[src/rtl/snn_pkg.sv]
// Types and defaults shared by the activation loader, input_value_mem and controller_SM_updated.
// sat_act clamps an unsigned value to the largest code that fits in act_w bits.
package snn_pkg;

  typedef enum logic [1:0] {
    LOAD      = 2'd0,
    DONE      = 2'd1,
    WAIT_STEP = 2'd2
  } loader_state_t;

  localparam int unsigned ACT_W_DEF  = 8;
  localparam int unsigned ADDR_W_DEF = 10;

  function automatic logic [63:0] sat_act(input logic [63:0] in, input int unsigned act_w);
    logic [63:0] max_v;
    max_v = (64'd1 << act_w) - 64'd1;
    return (in > max_v) ? max_v : in;
  endfunction

endpackage

[src/rtl/step_frame_counter.sv]
// Counts finished timesteps within a frame; step_idx_o advances one cycle after step_adv_i.
// frame_done_o pulses together with the wrap back to step 0; wrap_o is the same-cycle wrap strobe.
module step_frame_counter #(
  parameter int unsigned NUM_STEPS = 8,
  parameter int unsigned STEP_W    = 3
) (
  input  logic              clk,
  input  logic              rst_n,
  input  logic              step_adv_i,
  output logic [STEP_W-1:0] step_idx_o,
  output logic              frame_done_o,
  output logic              wrap_o
);

  logic [STEP_W-1:0] step_q, step_d;
  logic              fd_q, fd_d;
  logic              last_step;

  assign last_step = (step_q == STEP_W'(NUM_STEPS - 1));
  assign wrap_o    = step_adv_i & last_step;

  always_comb begin
    step_d = step_q;
    fd_d   = 1'b0;
    if (step_adv_i) begin
      if (last_step) begin
        step_d = '0;
        fd_d   = 1'b1;
      end else begin
        step_d = step_q + STEP_W'(1);
      end
    end
  end

  always_ff @(posedge clk) begin
    if (!rst_n) begin
      step_q <= '0;
      fd_q   <= 1'b0;
    end else begin
      step_q <= step_d;
      fd_q   <= fd_d;
    end
  end

  assign step_idx_o   = step_q;
  assign frame_done_o = fd_q;

endmodule

[src/rtl/activation_stream_loader.sv]
// Streams saturated samples into input_value_mem, pulses pre_processing_done after the last write,
// then holds the stream off until the controller reports current_step_finished.
module activation_stream_loader
  import snn_pkg::*;
#(
  parameter int unsigned NUM_INPUTS = 1023,
  parameter int unsigned ADDR_W     = ADDR_W_DEF,
  parameter int unsigned IN_W       = 16,
  parameter int unsigned ACT_W      = ACT_W_DEF,
  parameter int unsigned NUM_STEPS  = 8,
  localparam int unsigned STEP_W    = (NUM_STEPS > 1) ? $clog2(NUM_STEPS) : 1
) (
  input  logic              clk,
  input  logic              rst_n,
  input  logic              in_valid,
  input  logic [IN_W-1:0]   in_data,
  output logic              in_ready,
  output logic [ADDR_W-1:0] addr_in,
  output logic              act_wr_en,
  output logic [ACT_W-1:0]  data_in,
  output logic              pre_processing_done,
  input  logic              current_step_finished,
  output logic [STEP_W-1:0] step_idx,
  output logic              frame_done,
  output logic              sat_flag,
  output logic              proto_err
);

  loader_state_t     state_q, state_d;
  logic [ADDR_W-1:0] idx_q, idx_d;
  logic [ADDR_W-1:0] addr_q, addr_d;
  logic [ACT_W-1:0]  data_q, data_d;
  logic              rdy_q, rdy_d;
  logic              wr_q, wr_d;
  logic              ppd_q, ppd_d;
  logic              sat_q, sat_d;
  logic              perr_q, perr_d;

  logic              accept;
  logic              last_beat;
  logic              step_adv;
  logic              wrap;
  logic              in_sat;
  logic [63:0]       sat_val;

  assign accept    = in_valid & rdy_q;
  assign sat_val   = sat_act(64'(in_data), ACT_W);
  assign in_sat    = (sat_val != 64'(in_data));
  assign last_beat = (idx_q == ADDR_W'(NUM_INPUTS - 1));

  // The state register already reads WAIT_STEP during the pre_processing_done cycle,
  // but a finish strobe there belongs to no loaded timestep, so it is excluded.
  assign step_adv  = current_step_finished & (state_q == WAIT_STEP) & ~ppd_q;

  always_comb begin
    state_d = state_q;
    idx_d   = idx_q;
    addr_d  = addr_q;
    data_d  = data_q;
    rdy_d   = rdy_q;
    wr_d    = 1'b0;
    ppd_d   = 1'b0;
    sat_d   = sat_q;
    perr_d  = perr_q | (current_step_finished & ~step_adv);

    unique case (state_q)
      LOAD: begin
        rdy_d = 1'b1;
        if (accept) begin
          wr_d   = 1'b1;
          addr_d = idx_q;
          data_d = sat_val[ACT_W-1:0];
          idx_d  = idx_q + ADDR_W'(1);
          if (in_sat) begin
            sat_d = 1'b1;
          end
          if (last_beat) begin
            rdy_d   = 1'b0;
            state_d = DONE;
          end
        end
      end
      DONE: begin
        rdy_d   = 1'b0;
        ppd_d   = 1'b1;
        idx_d   = '0;
        state_d = WAIT_STEP;
      end
      WAIT_STEP: begin
        rdy_d = 1'b0;
        if (step_adv) begin
          rdy_d   = 1'b1;
          state_d = LOAD;
        end
      end
      default: begin
        rdy_d   = 1'b0;
        state_d = LOAD;
      end
    endcase

    if (wrap) begin
      sat_d = 1'b0;
    end
  end

  always_ff @(posedge clk) begin
    if (!rst_n) begin
      state_q <= LOAD;
      idx_q   <= '0;
      addr_q  <= '0;
      data_q  <= '0;
      rdy_q   <= 1'b0;
      wr_q    <= 1'b0;
      ppd_q   <= 1'b0;
      sat_q   <= 1'b0;
      perr_q  <= 1'b0;
    end else begin
      state_q <= state_d;
      idx_q   <= idx_d;
      addr_q  <= addr_d;
      data_q  <= data_d;
      rdy_q   <= rdy_d;
      wr_q    <= wr_d;
      ppd_q   <= ppd_d;
      sat_q   <= sat_d;
      perr_q  <= perr_d;
    end
  end

  step_frame_counter #(
    .NUM_STEPS (NUM_STEPS),
    .STEP_W    (STEP_W)
  ) u_step_frame_counter (
    .clk          (clk),
    .rst_n        (rst_n),
    .step_adv_i   (step_adv),
    .step_idx_o   (step_idx),
    .frame_done_o (frame_done),
    .wrap_o       (wrap)
  );

  assign in_ready            = rdy_q;
  assign act_wr_en           = wr_q;
  assign addr_in             = addr_q;
  assign data_in             = data_q;
  assign pre_processing_done = ppd_q;
  assign sat_flag            = sat_q;
  assign proto_err           = perr_q;

endmodule

[config.mk]
export PLATFORM = sky130hd
export DESIGN_NAME = activation_stream_loader
export DESIGN_NICKNAME = d
export VERILOG_FILES = /design/src/rtl/snn_pkg.sv /design/src/rtl/step_frame_counter.sv /design/src/rtl/activation_stream_loader.sv
export SDC_FILE = /design/constraint.sdc
export NUM_CORES = 1
export LEC_CHECK = 0
export CAP_MARGIN = 20
export CORE_MARGIN = 2
export CORE_UTILIZATION = 30
export CTS_BUF_LIST = sky130_fd_sc_hd__clkbuf_16
export DETAILED_ROUTE_END_ITERATION = 10
export MAX_ROUTING_LAYER = met4
export PLACE_DENSITY = 0.5
export SKIP_LAST_GASP = 1
export SLEW_MARGIN = 20
export SYNTH_ARGS = -nofsm -noshare
export SYNTH_HDL_FRONTEND = slang
export SYNTH_HIERARCHICAL = 1
export SYNTH_SLANG_ARGS = --single-unit
[constraint.sdc]
create_clock -name clk -period 1.55 [get_ports clk]
set_input_delay 0.155 -clock clk [delete_from_list [all_inputs] [get_ports clk]]
set_output_delay 0.155 -clock clk [all_outputs]
set_load 0.01 [all_outputs]
==> impl_metrics.json <==
{
  "number_of_storage_elements_in_the_synthesis_netlist": 39,
  "die_w_um": 78.6,
  "mappedNetlistArea_mm2": 0.00167,
  "post_synth_edffs": 0,
  "clock_latency_ns": 0.28,
  "post-place-ws_ns": -0.139,
  "grt_start_max_net_pins": 28,
  "critical_path_peak_fanout": 10,
  "rr_startpoint": "state_q[1]$_SDFFE_PN0P_",
  "antenna_found_initial": 0,
  "gr-usage-all-layers_pct": 14.0,
  "hpwlAfterDp_mm": 2.78,
  "crit-reg2reg-capture": "idx_q[7]$_SDFFE_PN0P_",
  "vdd_ir_drop_max_uv": 603,
  "ys_warn_count": 6,
  "critPathArrivalTime_ns": 1.63,
  "cellLeakagePower_nw": 0.901,
  "whs_path_depth": 2,
  "final_count_of_negative_setup_slack_endpoints": 0,
  "worst_setup_margin_ns": 0.125,
  "num_io_pins": 47,
  "drt_first_iter_violations": 84,
  "cts_tree": "yes",
  "height_of_the_chip_um": 78.6,
  "cts_max_path_buffers": 2,
  "grt_setup_unrepaired": "false",
  "data_required_time_at_the_worst_endpoint_ns": 1.75,
  "r2r.worst_path.cells": 3,
  "postRouteAntennaNets": 0,
  "cts_made_buffers": 5,
  "cts_root_buffer": "sky130_fd_sc_hd__clkbuf_16",
  "run_status": "complete, no violations",
  "grt_first_pass_wirelength_mm": 6.60,
  "num_antenna_cells": 0,
  "port_buffers": 46,
  "fp.coreArea_mm2": 0.00544,
  "powerDensity_mw_per_mm2": 963,
  "reg2reg_slack_ns": 0.12,
  "hold_buffer_count_at_cts": 0,
  "period_share_pct": 92.0,
  "route.final.wire_length_mm": 3.89,
  "critPathLaunchType": "flop",
  "routedWlPerCell_um": 12.2,
  "die_area_mm2": 0.00619,
  "mappedNetlistNets": 214,
  "syn-mean-instance-area_um2": 8.80,
  "gr-total-overflow": 0,
  "cts.htree.levels": 2,
  "yosysSeqAreaShare_pct": 46.7,
  "max_freq_mhz": 702,
  "dp_cells": 312,
  "share_of_cells_above_drive_strength_1_pct": 12.5,
  "max_slew.worst_pin.slew_ns": 0.355,
  "synthesis.instances": 190,
  "finalClockSkew_ns": 0.00421,
  "post_cts_buffers": 0,
  "remaining_drc_errors": 0,
  "final-hold-violation-count": 0,
  "timing_max_transition_violations_final": 0,
  "gpl.final_weighted_congestion": 0.750,
  "drtPass1Iterations": 4,
  "synth_async_sr_flop_share_pct": 0,
  "cap_viol_max_count": 0,
  "stdcell_count": 320,
  "fillers": 555,
  "start_util_pct": 30.7,
  "routed-via-count": 1510,
  "setup.worst_path.end_class": "flop",
  "drt-vias-per-instance": 4.72,
  "clock-sinks": 39,
  "worst_hold_startpoint": "addr_in[7]$_SDFFE_PN0P_",
  "grt_pass1_vias": 1406,
  "num_rows": 27,
  "holdPathEnd": "addr_in[7]$_SDFFE_PN0P_",
  "cts_resized": 0,
  "fin_crit_ns": 1.43,
  "worst_hold_path_type": "flop to flop",
  "relative_max_transition_margin_pct": 76.1,
  "clk_pin_slew_worst_paths_ns": 0.06,
  "path_class": "flop to flop",
  "fin_nets": 271,
  "area_growth_pct": 48.4,
  "synthDistinctLibCells": 36,
  "synthFlopType": "sky130_fd_sc_hd__dfxtp_1"
}
-- state kept, by name, indices dropped and copies added (netlist names) --
name,flops
in_ready,1
pre_processing_done,1
addr_in,10
sat_flag,1
proto_err,1
idx_q,10
u_step_frame_counter/step_idx_o,3
u_step_frame_counter/frame_done_o,1
data_in,8
state_q,2
act_wr_en,1
-- logic make-up (layout without fill, tap and decap cells) --
group / count (synthesis) / in the layout / synth area share [%]
AND/OR/NAND/NOR: 81 / 81 / 28.2
AO/OA/AOI/OAI: 44 / 44 / 14.7
flip-flops: 39 / 39 / 46.7
buffers and inverters: 17 / 75 / 4.34
multiplexers: 5 / 5 / 2.99
adder cells (fa/ha/maj): 4 / 4 / 2.99
-- report_power, final --
part,switching (mW),internal [mW]
combinational,0.0927,0.126
sequential,0.0138,1.03
clock,0.380,0.750
total,0.486,1.90
-- cell usage after synthesis, types with 2 or more instances --
cell	n	share of area, %
sky130_fd_sc_hd__nand2b_1	5	1.9
sky130_fd_sc_hd__o21a_1	2	0.90
sky130_fd_sc_hd__nor3_1	9	2.7
sky130_fd_sc_hd__buf_2	6	1.8
sky130_fd_sc_hd__nand3b_1	2	0.90
sky130_fd_sc_hd__nor2b_1	4	1.5
sky130_fd_sc_hd__nand2_1	28	6.3
sky130_fd_sc_hd__a31oi_1	3	1.1
sky130_fd_sc_hd__mux2i_1	5	3.0
sky130_fd_sc_hd__nor4_1	2	0.75
sky130_fd_sc_hd__dfxtp_1	39	47
sky130_fd_sc_hd__o21ai_0	8	2.4
sky130_fd_sc_hd__clkbuf_1	5	1.1
sky130_fd_sc_hd__nand3_1	13	3.9
sky130_fd_sc_hd__or4_1	5	2.2
sky130_fd_sc_hd__o211ai_1	2	0.90
sky130_fd_sc_hd__and4bb_2	2	1.5
sky130_fd_sc_hd__nor2_1	3	0.67
sky130_fd_sc_hd__ha_1	4	3.0
sky130_fd_sc_hd__a21oi_1	24	7.2
sky130_fd_sc_hd__inv_1	4	0.90
-- per-layer routing --
metal / track usage (%) / part of all wire [%]
met4: 5.79 / 1.7
met3: 3.33 / 4.1
met2: 21.5 / 46
met1: 17.6 / 48
met5: - / 0
-- per-stage QoR --
step	setup TNS, ns	util, %	total power, mW	hold WS (ns)	area [um2]
floorplan	0	-	1.14	0.273	1670
global placement	-0.954	42.6	1.28	0.437	2320
detailed placement	-1.28	42.6	1.28	0.445	2320
CTS	0	45.6	2.43	0.456	2480
global route	0	45.6	2.49	0.470	2480
finish	0	45.6	2.39	0.450	2480
-- critical path, cell delays in order, from the launching register on --
cell,delay (ns)
sky130_fd_sc_hd__dfxtp_1,0.35
sky130_fd_sc_hd__nand4bb_4,0.31
sky130_fd_sc_hd__or4_1,0.53
sky130_fd_sc_hd__a31oi_1,0.16
-- cell type report --
| class | instances | area (um2) | area share, % |
|---|---|---|---|
| inverters | 4 | 15.0 | 0.605 |
| multi-input cells | 134 | 818 | 33.0 |
| well taps | 72 | 90.1 | 3.63 |
| repair buffers | 63 | 613 | 24.7 |
| clock buffers | 5 | 125 | 5.04 |
| flip-flops and latches | 39 | 781 | 31.5 |
| clock inverters | 3 | 38.8 | 1.56 |
-- placed cells by master (no fill, tap or decap), drive strengths merged, types with 2 or more instances in the layout --
master | synthesis | layout
nor2 | 3 | 3
nor2b | 4 | 4
mux2i | 5 | 5
nand3b | 2 | 2
ha | 4 | 4
nand2 | 28 | 28
nor3 | 9 | 9
inv | 4 | 4
a21oi | 24 | 24
clkinv | 0 | 2
o21ai | 9 | 9
o21a | 2 | 2
or4 | 5 | 5
nand2b | 5 | 5
nor4 | 2 | 2
dfxtp | 39 | 39
clkbuf | 6 | 5
and4bb | 2 | 2
and2 | 2 | 2
a31oi | 3 | 3
clkdlybuf4s50 | 0 | 46
buf | 7 | 17
nand3 | 13 | 13
o211ai | 2 | 2
nand4 | 2 | 2
-- worst max path at each step --
stage / startpoint / endpoint / slack [ns] / cells after the start
after CTS: state_q[1]$_SDFFE_PN0P_ / idx_q[7]$_SDFFE_PN0P_ / 0.11 / 3
after global routing: state_q[1]$_SDFFE_PN0P_ / idx_q[3]$_SDFFE_PN0P_ / 0.02 / 3
after detailed placement: in_valid / idx_q[7]$_SDFFE_PN0P_ / -0.14 / 4
after global placement: in_valid / idx_q[7]$_SDFFE_PN0P_ / -0.12 / 4
final: state_q[1]$_SDFFE_PN0P_ / idx_q[7]$_SDFFE_PN0P_ / 0.12 / 3
after floorplan: idx_q[1]$_SDFFE_PN0P_ / idx_q[6]$_SDFFE_PN0P_ / 0.18 / 4
No activity file was read; power rests on OpenSTA's default activity.
